[src/rtl/tproj_sched_pkg.sv]
// Shared types, default sizes and count clamping for the TPROJ read scheduler.
package tproj_sched_pkg;

  typedef enum logic [2:0] {
    S_IDLE,
    S_LOAD,
    S_RUN,
    S_DRAIN,
    S_DONE
  } state_t;

  localparam int NIN_D        = 8;
  localparam int DATA_W_D     = 60;
  localparam int ADDR_W_D     = 8;
  localparam int MAX_CYCLES_D = 108;

  // A page holds at most lim entries; larger counts are treated as a full page.
  function automatic logic [15:0] clamp_count(input logic [7:0] n, input logic [15:0] lim);
    return ({8'd0, n} > lim) ? lim : {8'd0, n};
  endfunction

endpackage

[src/rtl/tproj_read_scheduler_if.sv]
// Memory read bus and merged projection stream of the TPROJ read scheduler.
interface tproj_read_scheduler_if
  import tproj_sched_pkg::*;
#(
  parameter int NIN    = NIN_D,
  parameter int DATA_W = DATA_W_D,
  parameter int ADDR_W = ADDR_W_D
);
  logic [NIN-1:0]             rd_en;
  logic [NIN-1:0][ADDR_W-1:0] rd_addr;
  logic [NIN-1:0][DATA_W-1:0] rd_dout;
  logic                       out_valid;
  logic                       out_ready;
  logic [DATA_W-1:0]          out_data;
  logic [2:0]                 out_src;

  modport master (output rd_en, rd_addr, out_valid, out_data, out_src,
                  input  rd_dout, out_ready);
  modport slave  (input  rd_en, rd_addr, out_valid, out_data, out_src,
                  output rd_dout, out_ready);
endinterface

[src/rtl/tproj_grant_arb.sv]
// Combinational grant for the TPROJ scheduler: request mask -> one-hot grant + index.
// TPROJ_SCHED_ROUND_ROBIN_EN selects a round-robin search starting at ptr;
// otherwise the lowest requesting index wins.
module tproj_grant_arb #(
  parameter int NIN = 8,
  parameter int IW  = (NIN > 1) ? $clog2(NIN) : 1
)(
  input  logic [NIN-1:0] req,
  input  logic [IW-1:0]  ptr,
  output logic [NIN-1:0] gnt,
  output logic [IW-1:0]  idx
);
  logic          found;
  logic [IW-1:0] j;

`ifndef TPROJ_SCHED_ROUND_ROBIN_EN
  logic unused_ptr;
  assign unused_ptr = ^ptr;
`endif

  // First requester in search order gets the grant.
  always_comb begin
    gnt   = '0;
    idx   = '0;
    found = 1'b0;
    j     = '0;
    for (int k = 0; k < NIN; k++) begin
`ifdef TPROJ_SCHED_ROUND_ROBIN_EN
      j = ptr + IW'(k);
`else
      j = IW'(k);
`endif
      if (!found && req[j]) begin
        found  = 1'b1;
        gnt[j] = 1'b1;
        idx    = j;
      end
    end
  end
endmodule

[src/rtl/tproj_read_scheduler.sv]
// TPROJ read scheduler: drains eight input memories into one tagged stream per bx,
// bounded by a cycle budget. Optional macro TPROJ_SCHED_ROUND_ROBIN_EN switches the
// arbiter from fixed priority to round-robin.
module tproj_read_scheduler
  import tproj_sched_pkg::*;
#(
  parameter int NIN        = NIN_D,
  parameter int DATA_W     = DATA_W_D,
  parameter int ADDR_W     = ADDR_W_D,
  parameter int MAX_CYCLES = MAX_CYCLES_D
)(
  input  logic                clk,
  input  logic                reset,
  input  logic                start,
  input  logic [2:0]          bx_in,
  input  logic [NIN-1:0][7:0] nent_0,
  input  logic [NIN-1:0][7:0] nent_1,
  output logic [2:0]          bx_out,
  output logic                done,
  output logic                truncated,
  tproj_read_scheduler_if.master bus
);
  localparam int          IW      = (NIN > 1) ? $clog2(NIN) : 1;
  localparam logic [15:0] CNT_LIM = 16'(1) << (ADDR_W - 1);

  state_t                     state, nxt;
  logic                       page, trunc_r;
  logic [2:0]                 bx_lat;
  logic [NIN-1:0][ADDR_W-1:0] cnt, ld_cnt;
  logic [NIN-1:0][ADDR_W-2:0] idx;
  logic [NIN-1:0]             rem, gnt;
  logic [6:0]                 cyc;
  logic [IW-1:0]              ptr, gidx;
  logic                       budget_hit, stall, issue;
  // return pipe (rv), output register (ov) and skid buffer (sv)
  logic                       rv, ov, sv;
  logic [IW-1:0]              rsrc, os, ss;
  logic [DATA_W-1:0]          od, sd, win;

  tproj_grant_arb #(.NIN(NIN), .IW(IW)) u_arb (
    .req (rem),
    .ptr (ptr),
    .gnt (gnt),
    .idx (gidx)
  );

  assign budget_hit = (cyc == 7'(MAX_CYCLES));
  assign stall      = sv | (rv & ~bus.out_ready);
  assign issue      = (state == S_RUN) & (|rem) & ~stall & ~budget_hit;
  assign win        = bus.rd_dout[rsrc];
  assign done       = (state == S_DONE);
  assign truncated  = done & trunc_r;
  assign bus.out_valid = ov;
  assign bus.out_data  = od;
  assign bus.out_src   = 3'(os);

  // Read strobes and addresses; idle lanes present address 0.
  always_comb begin
    bus.rd_en   = issue ? gnt : '0;
    bus.rd_addr = '0;
    for (int i = 0; i < NIN; i++)
      if (issue && gnt[i]) bus.rd_addr[i] = {page, idx[i]};
  end

  // Page-selected entry counts, clamped to one page.
  always_comb begin
    ld_cnt = '0;
    for (int i = 0; i < NIN; i++)
      ld_cnt[i] = ADDR_W'(clamp_count(bx_in[0] ? nent_1[i] : nent_0[i], CNT_LIM));
  end

  // State register.
  always_ff @(posedge clk) begin
    if (!reset) state <= S_IDLE;
    else        state <= nxt;
  end

  // Next-state: RUN ends on empty inputs or budget; DRAIN waits for every word to leave.
  always_comb begin
    nxt = state;
    case (state)
      S_IDLE:  if (start) nxt = S_LOAD;
      S_LOAD:  nxt = S_RUN;
      S_RUN:   if (!(|rem) || budget_hit) nxt = S_DRAIN;
      S_DRAIN: if (!rv && !sv && (!ov || bus.out_ready)) nxt = S_DONE;
      S_DONE:  nxt = S_IDLE;
      default: nxt = S_IDLE;
    endcase
  end

  // Per-bx bookkeeping: counts, indices, budget counter, RR pointer, result flags.
  always_ff @(posedge clk) begin
    if (!reset) begin
      page    <= 1'b0;
      bx_lat  <= '0;
      bx_out  <= '0;
      trunc_r <= 1'b0;
      cnt     <= '0;
      idx     <= '0;
      rem     <= '0;
      cyc     <= '0;
      ptr     <= '0;
    end else begin
      if (state == S_LOAD) begin
        page   <= bx_in[0];
        bx_lat <= bx_in;
        cyc    <= '0;
        ptr    <= '0;
        idx    <= '0;
        cnt    <= ld_cnt;
        for (int i = 0; i < NIN; i++) rem[i] <= (ld_cnt[i] != '0);
      end
      if (state == S_RUN) begin
        if (cyc != '1) cyc <= cyc + 7'd1;
        if (issue) begin
          idx[gidx] <= idx[gidx] + (ADDR_W-1)'(1);
          if (({1'b0, idx[gidx]} + ADDR_W'(1)) == cnt[gidx]) rem[gidx] <= 1'b0;
          ptr <= gidx + IW'(1);
        end
        if (nxt == S_DRAIN) trunc_r <= |rem;
      end
      if (state == S_DRAIN && nxt == S_DONE) bx_out <= bx_lat;
    end
  end

  // Return pipe, output register and skid buffer; skid drains ahead of new data.
  always_ff @(posedge clk) begin
    if (!reset) begin
      rv <= 1'b0; rsrc <= '0;
      ov <= 1'b0; od <= '0; os <= '0;
      sv <= 1'b0; sd <= '0; ss <= '0;
    end else begin
      rv   <= issue;
      rsrc <= gidx;
      if (!ov || bus.out_ready) begin
        if (sv) begin
          ov <= 1'b1; od <= sd; os <= ss;
          sv <= rv;   sd <= win; ss <= rsrc;
        end else if (rv) begin
          ov <= 1'b1; od <= win; os <= rsrc;
        end else begin
          ov <= 1'b0;
        end
      end else if (rv) begin
        sv <= 1'b1; sd <= win; ss <= rsrc;
      end
    end
  end
endmodule

[src/flat_wrapper.sv]
// flat-port wrapper written by rule: the top's interface ports become plain ports
module tproj_read_scheduler_flat import tproj_sched_pkg::*;
#(
  parameter int NIN        = NIN_D,
  parameter int DATA_W     = DATA_W_D,
  parameter int ADDR_W     = ADDR_W_D,
  parameter int MAX_CYCLES = MAX_CYCLES_D
)
  (clk, reset, start, bx_in, nent_0, nent_1, bx_out, done, truncated, bus_rd_en, bus_rd_addr, bus_out_valid, bus_out_data, bus_out_src, bus_rd_dout, bus_out_ready);
  tproj_read_scheduler_if #(.NIN(NIN), .DATA_W(DATA_W), .ADDR_W(ADDR_W)) bus_i ();
  input  logic clk;
  input  logic reset;
  input  logic start;
  input  logic [2:0] bx_in;
  input  logic [NIN-1:0][7:0] nent_0;
  input  logic [NIN-1:0][7:0] nent_1;
  output logic [2:0] bx_out;
  output logic done;
  output logic truncated;
  output wire logic [$bits(bus_i.rd_en)-1:0] bus_rd_en;
  output wire logic [$bits(bus_i.rd_addr)-1:0] bus_rd_addr;
  output wire logic [$bits(bus_i.out_valid)-1:0] bus_out_valid;
  output wire logic [$bits(bus_i.out_data)-1:0] bus_out_data;
  output wire logic [$bits(bus_i.out_src)-1:0] bus_out_src;
  input wire logic [$bits(bus_i.rd_dout)-1:0] bus_rd_dout;
  input wire logic [$bits(bus_i.out_ready)-1:0] bus_out_ready;
  assign bus_rd_en = bus_i.rd_en;
  assign bus_rd_addr = bus_i.rd_addr;
  assign bus_out_valid = bus_i.out_valid;
  assign bus_out_data = bus_i.out_data;
  assign bus_out_src = bus_i.out_src;
  assign bus_i.rd_dout = bus_rd_dout;
  assign bus_i.out_ready = bus_out_ready;
  tproj_read_scheduler #(.NIN(NIN), .DATA_W(DATA_W), .ADDR_W(ADDR_W), .MAX_CYCLES(MAX_CYCLES)) u_core (.clk(clk), .reset(reset), .start(start), .bx_in(bx_in), .nent_0(nent_0), .nent_1(nent_1), .bx_out(bx_out), .done(done), .truncated(truncated), .bus(bus_i));
endmodule
[config.mk]
export PLATFORM = sky130hd
export DESIGN_NAME = tproj_read_scheduler_flat
export DESIGN_NICKNAME = d
export VERILOG_FILES = /design/src/rtl/tproj_sched_pkg.sv /design/src/rtl/tproj_read_scheduler_if.sv /design/src/rtl/tproj_grant_arb.sv /design/src/rtl/tproj_read_scheduler.sv /design/src/flat_wrapper.sv
export SDC_FILE = /design/constraint.sdc
export NUM_CORES = 1
export LEC_CHECK = 0
export ABC_AREA = 1
export BUFFER_PORTS_ARGS = -buffer_cell sky130_fd_sc_hd__buf_2
export CORE_AREA = 10 10 283 285
export CTS_BUF_LIST = sky130_fd_sc_hd__clkbuf_4 sky130_fd_sc_hd__clkbuf_8
export DETAILED_ROUTE_END_ITERATION = 7
export DIE_AREA = 0 0 293 295
export HOLD_SLACK_MARGIN = 0.1
export PLACE_DENSITY_LB_ADDON = 0.08
export SLEW_MARGIN = 5
export SYNTH_ARGS = -nofsm -noshare
export SYNTH_HDL_FRONTEND = slang
export SYNTH_SLANG_ARGS = --single-unit
[constraint.sdc]
create_clock -name clk -period 3.92 [get_ports clk]
set_clock_uncertainty 0.05 [all_clocks]
set_input_delay 1.176 -clock clk [delete_from_list [all_inputs] [get_ports clk]]
set_output_delay 1.176 -clock clk [all_outputs]
set_load 0.1 [all_outputs]
==> run metrics, run 1 <==
crit path buf inv count=7; Routed WL=slightly below 100000 microns; vias per inst=4.937; fin. max-slew vios=0; share of cells above drive strength 1=31.92%; # Max-Cap Violations=0; largest net degree at the start of global routing=117; ratio of final minimum period to clock period=98.23%; LEAKAGE=between 10 and 15 nW; reg2reg end=u_core.rem[5]; worst relative slew slack=between 30% and 40%; first-pass GRT wire length=142800 microns; Post-Syn Area=17330 sq um; CTS buffer count=55; Worst Hold Depth=2; crit-path max FO=6; Core Area=around 74000 sq um; critical path capture point type=output pin; Tmin final=3.850 ns; worst min-delay path endpoint=u_core.cnt[63]; Final Hold Viols=0; DP Wirelength=75750 microns; Ys Warns=0; Syn Inst Count=~2800; Clk Latency, worst-skew pair=0.67 ns; Worst Reg-to-Reg Cells=22; status=complete, no violations; register area share after synthesis=approximately 32%; I/O pins=about 760; DR vias=22040; ys flop type=dfxtp_1; worst r2r src=u_core.rem[3]; area leader, netlist=dfxtp_1; worst vdd ir=about 0.23 mV; EDFF count, synth=0; commonest cells in the netlist=o21ai_0 (485), nand2_1 (459), nor2_1 (404); Startpoint Class=register; crit path max-delay cell type=dfxtp_2; Total GRT Usage=21.40%; Fillers=a little over 8000; DRC violations left=0; setup slack, reg-to-reg=roughly 0.51 ns; vias in the first global route=~22000; Min Hold Slack=0.4117 ns; CP Class=reg -> out; #FFs+latches synth=about 280; Die ar.=86440 sq um; per-cell routed wire length=about 22 microns; Hold Startpoint=u_core.cnt[63]; Max H-tree Level=2; Clock Tree Buf Depth=3; ANT nets after route=0; power density cells=roughly 400 nW/um^2; grt ovf=0; post-route core utilization=34.09%; largest stage delay on the critical path=0.35 ns; CP cell instances=inv_4 > nand4_1 > inv_2 > nand2_4 > o41ai_4 > nor3_2 > bufinv_8 > buf_6 > nor2_4 > buf_12 > inv_12 > nor2_4 > buf_12; FP Rows=100; Yosys cell types=between 50 and 60; Starting Density=around a quarter; delay-heaviest family, CP=buffers and inverters; CTS tree=done; synthesized net count=roughly 3400; gpl congestion=0.8626; top cell type's share of synthesized area=approximately a third; syn avg cell area=roughly 6.3 sq um; die width=slightly below 300 microns; fin nets=4071; Worst-path clk slew=about 0.06 ns; ys async rst share=0%; most common cell in the synthesized netlist=o21ai_0; class of the worst hold path=reg -> reg; input/output buffers=755; Area growth, synth to finish=46.00%; Critical Path AT=about 2.6 ns; synth top area cells=dfxtp_1 (32%), o21ai_0 (14%), nand2_1 (9.9%); DRT Pass-1 Iters=6; Max Fclk=~260 MHz; Die H=~300 microns; RSZ-0062 raised after global routing=true; Root Driver=clkbuf_8; Finish-stage setup viols=0; initial antenna violation count=8; worst-margin pin slew=roughly 0.94 ns; clock sinks=between 200 and 300; Initial DRC Count=about 1300; CP Data Required Time=between 2 and 3 ns
==> power by group <==
part | total, mW | leakage [nW] | internal (mW) | switching, mW
Combinational | 3.75 | 8.69 | 1.15 | 2.60
Clock | 3.18 | 0.625 | 1.79 | 1.39
Sequential | 3.06 | 2.25 | 2.96 | 0.101
==> through the flow <==
step | std cells | worst slack, ns | cell area, sq um | power [mW] | TNS, ns
2_1_floorplan | 2762 | -0.6120 | 17820 | 5.437 | -25.36
3_3_place_gp | 4335 | -0.01390 | 23590 | 6.806 | -0.02299
3_5_place_dp | 4335 | -0.004406 | 23590 | 6.829 | -0.008090
4_1_cts | 4446 | -0.07756 | 25050 | 10.09 | -1.631
5_1_grt | 4463 | -0.1247 | 25290 | 10.63 | -4.426
6_report | 4465 | 0.06957 | 25300 | 9.993 | 0
==> worst max path at each step <==
| stage | start | end | depth (start not counted) |
|---|---|---|---|
| 5_1_grt | u_core.rem[3] | bus_rd_addr[48] | 13 |
| 3_5_place_dp | bus_out_ready | bus_rd_addr[42] | 8 |
| 3_3_place_gp | bus_out_ready | bus_rd_addr[47] | 8 |
| 2_1_floorplan | bus_out_ready | bus_rd_addr[40] | 7 |
| 6_report | u_core.rem[5] | bus_rd_addr[48] | 13 |
| 4_1_cts | u_core.rem[5] | bus_rd_addr[52] | 13 |
==> placed cells by master (no fill, tap or decap), drive strengths merged, types with 67 or more instances in the layout <==
cell	synthesis	final
a21oi	209	209
a31oi	67	67
buf	26	847
clkbuf	189	91
dfxtp	277	277
inv	220	224
nand2	474	474
nand3	76	76
nor2	423	423
o21ai	487	487
o22ai	143	143
==> state kept, by name, indices dropped and copies added, names as in the netlist <==
| signal | count |
|---|---|
| u_core.rv | 1 |
| u_core.state | 3 |
| u_core.bus.out_valid | 1 |
| u_core.cyc | 7 |
| u_core.cnt | 64 |
| u_core.rem | 8 |
| u_core.rsrc | 3 |
| u_core.idx | 56 |
| u_core.sv | 1 |
| u_core.sd | 60 |
| u_core.bx_out | 3 |
| u_core.trunc_r | 1 |
| u_core.bus.out_src | 3 |
| u_core.bx_lat | 3 |
| u_core.bus.out_data | 60 |
| u_core.ss | 3 |
==> worst register-to-register path: cells and delay by family (launching register included) <==
| family | cells | cell delay [ns] |
|---|---|---|
| buf+inv | 6 | 0.82 |
| fa+ha+maj | 1 | 0.41 |
| flops | 1 | 0.36 |
| compound gates | 1 | 0.11 |
| simple gates | 14 | 1.56 |
==> cell families (layout without fill, tap and decap cells) <==
group	after synthesis	in the layout	share of synthesized area [%]
buffers and inverters	440	1171	9.836
other	0	3	0
multiplexers	38	38	2.282
AO/OA/AOI/OAI	979	979	31.10
adder cells (fa/ha/maj)	3	3	0.2167
flip-flops	277	277	32.01
AND/OR/NAND/NOR	1023	1023	24.45
XOR/XNOR	2	2	0.1011
==> layout make-up <==
class                           instances  area (sq um)  share of cell area [%]
Multi-Input combinational cell       2045         10630                   42.00
Clock buffer                           91          1115                   4.407
Sequential cell                       277          5572                   22.03
Clock inverter                          6         61.31                  0.2424
Tap cell                              969          1212                   4.793
Inverter                              225         927.1                   3.665
Antenna cell                            3         7.507                 0.02968
Timing Repair Buffer                  847          5756                   22.75
Timing Repair inverter                  2         20.02                 0.07914
==> timing repair <==
action	CTS	global route
hold buffers	0	0
endpoints found under the hold margin	0	0
pin swaps	7	14
setup endpoints to repair	68	70
cloned	1	1
buffers inserted	13	15
resized for setup	55	32
==> routing by layer <==
metal | part of all wire (%) | GRT usage, % | vias up
li1 | - | - | 10770
met1 | 39 | 24.51 | 10450
met2 | 54 | 40.48 | 721
met3 | 5.5 | 4.253 | 98
met4 | 1.7 | 4.237 | 6
met5 | 0.041 | 0 | -
Power figures use the tool's default switching activity.
==> run 2, diff against run 1 <==
--- a/config.mk
+++ b/config.mk
@@ -7,10 +7,12 @@
 export LEC_CHECK = 0
 export ABC_AREA = 1
 export BUFFER_PORTS_ARGS = -buffer_cell sky130_fd_sc_hd__buf_2
-export CORE_AREA = 10 10 283 285
+export CELL_PAD_IN_SITES_DETAIL_PLACEMENT = 0
+export CELL_PAD_IN_SITES_GLOBAL_PLACEMENT = 1
+export CORE_AREA = 2 2 294 296
 export CTS_BUF_LIST = sky130_fd_sc_hd__clkbuf_4 sky130_fd_sc_hd__clkbuf_8
 export DETAILED_ROUTE_END_ITERATION = 7
-export DIE_AREA = 0 0 293 295
+export DIE_AREA = 0 0 296 298
 export HOLD_SLACK_MARGIN = 0.1
 export PLACE_DENSITY_LB_ADDON = 0.08
 export SLEW_MARGIN = 5
==> run 2 against run 1 <==
Net effect: critical path depth is 2 lower; combinational power hardly changed; sequential power hardly changed; die area is 2.1% higher; non-clock buffer count is 26 lower; largest cell class unchanged.
==> run metrics, run 2 (synthesis results as in run 1) <==
power density cells=401.4 nW/um^2 (+1.6%); Hold Startpoint=u_core.idx[1]; commonest non-fill, non-tap cell in the layout=buf_2; worst vdd ir=0.1998 mV (-12%); # Max-Cap Violations=0 (unchanged); crit-path max FO=5 (-1); first-pass GRT wire length=139400 microns (-2.3%); Clk Latency, worst-skew pair=0.67 ns (about the same); Total GRT Usage=20.91% (-0.49 points); Setup WS pre-CTS=-0.02711 ns (-0.02271 ns); Finish-stage setup viols=0 (unchanged); fin nets=4048 (-0.56%); RSZ-0062 raised after global routing=true; Worst Reg-to-Reg Cells=21 (-4.5%); Reg with most FFs=u_core.cnt; Worst-path clk slew=0.06 ns (about the same); Worst Hold Depth=2 (unchanged); Core Area=84880 sq um (+14%); Area growth, synth to finish=45.55%; critical path capture point type=output pin; Initial DRC Count=1421 (+8.1%); fin. max-slew vios=0 (unchanged); Clock Tree Buf Depth=3 (unchanged); commonest cells after routing, fill and taps aside=buf_2 (681), o21ai_0 (484), nand2_1 (458), nor2_1 (336), dfxtp_1 (266); gpl congestion=0.8668 (+0.49%); Max Fclk=264.3 MHz (+1.8%); Max H-tree Level=2 (unchanged); ANT nets after route=0 (unchanged); CP cell instances=nor2_2 > nand4_1 > inv_1 > nand2_2 > o41ai_4 > nor3_2 > bufinv_8 > nor2_4 > bufinv_8 > nor2_4 > buf_12; ratio of final minimum period to clock period=96.53% (-1.7 points); CP Data Required Time=2.69 ns (about the same); die width=296 microns (+1.0%); DRT Pass-1 Iters=6 (unchanged); input/output buffers=755 (unchanged); Starting Density=20.41% (-2.9 points); grt ovf=0 (unchanged); Tmin final=3.784 ns (-0.06649 ns); Die H=298 microns (+1.0%); largest net degree at the start of global routing=141 (+21%); Die ar.=88210 sq um (+2.1%); CTS tree=done; Routed WL=97760 microns (-0.70%); crit path max-delay cell type=dfxtp_4; largest stage delay on the critical path=0.37 ns (+0.02 ns); I/O pins=756 (unchanged); Critical Path AT=2.56 ns (-0.06 ns); initial antenna violation count=25 (+17); class of the worst hold path=reg -> reg; worst-margin pin slew=1.046 ns (+0.1029 ns); per-cell routed wire length=21.19 microns (-3.9%); worst setup margin=0.1361 ns (+0.06649 ns); CP startpoint=u_core.rem[3]; vias in the first global route=21610 (-2.2%); Root Driver=clkbuf_8; clock sinks=277 (unchanged); DRC violations left=0 (unchanged); vias per inst=4.750 (-3.8%); post-route core utilization=29.71% (-4.4 points); DP Wirelength=73560 microns (-2.9%); FP Rows=107 (+7.0%); Final Hold Viols=0 (unchanged); status=complete, no violations; LEAKAGE=11.39 nW (-1.5%); max reg flops=64 (unchanged); CP Class=reg -> out; worst r2r src=u_core.rem[3]; CTS buffer count=58 (+5.5%); Startpoint Class=register; DR vias=21910 (-0.59%); share of cells above drive strength 1=31.33% (-0.59 points); worst relative slew slack=30.25% (-6.9 points)
run 2: stage by stage:
stage / cell area [sq um] / total power, mW / hold slack, ns / instances / TNS, ns
6_report: 25220 / 10.12 / 0.4140 / 4613 / 0
5_1_grt: 25210 / 10.75 / 0.4327 / 4612 / -0.1862
4_1_cts: 25120 / 10.28 / 0.4150 / 4607 / -0.009484
3_5_place_dp: 23740 / 6.888 / 0.4062 / 4505 / -0.04593
3_3_place_gp: 23740 / 6.875 / 0.3977 / 4505 / -0.02594
2_1_floorplan: 17820 / 5.437 / 0.3736 / 2762 / -25.36
run 2: final timing paths:
| kind | slack [ns] | end |
|---|---|---|
| max | 0.14 | bus_rd_addr[33] |
| max reg2reg | 0.49 | u_core.rem[4] |
| min | 0.41 | u_core.idx[1] |
| min reg2reg | 0.41 | u_core.idx[1] |
run 2: area by class of cell:
cell class / instances / area [sq um]
Antenna cell: 3 / 7.507
Clock buffer: 88 / 1061
Clock inverter: 8 / 132.6
Fill cell: 9557 / 59660
Inverter: 225 / 915.9
Multi-Input combinational cell: 2045 / 10650
Sequential cell: 277 / 5569
Tap cell: 1144 / 1431
Timing Repair Buffer: 821 / 5439
Timing Repair inverter: 2 / 12.51
run 2: repair_timing:
| action | 4_1_cts | 5_1_grt |
|---|---|---|
| resized for setup | 46 | 19 |
| pin swaps | 2 | 3 |
| setup endpoints to repair | 70 | 72 |
| cloned | 2 | 0 |
| hold buffers | 0 | 0 |
| buffers inserted | 4 | 3 |
run 2: where the power goes:
group | leakage, nW | switching, mW | internal, mW
registers | 2.25 | 0.122 | 2.96
logic | 8.51 | 2.63 | 1.11
clock network | 0.633 | 1.39 | 1.90
total | 11.4 | 4.14 | 5.98
run 2: routing by layer:
layer	GRT usage (%)	wire length, microns	up-vias
li1	-	-	10720
met1	24.03	38930	10310
met2	39.64	51570	724
met3	3.238	4815	148
met4	5.327	2373	10
met5	0	65	-
run 2: worst max-delay path, delay by kind of cell (launching register included):
family,cells,cell delay (ns)
AND/OR/NAND/NOR,6,0.67
AO/OA/AOI/OAI,1,0.09
flip-flops,1,0.37
buffers and inverters,4,0.74
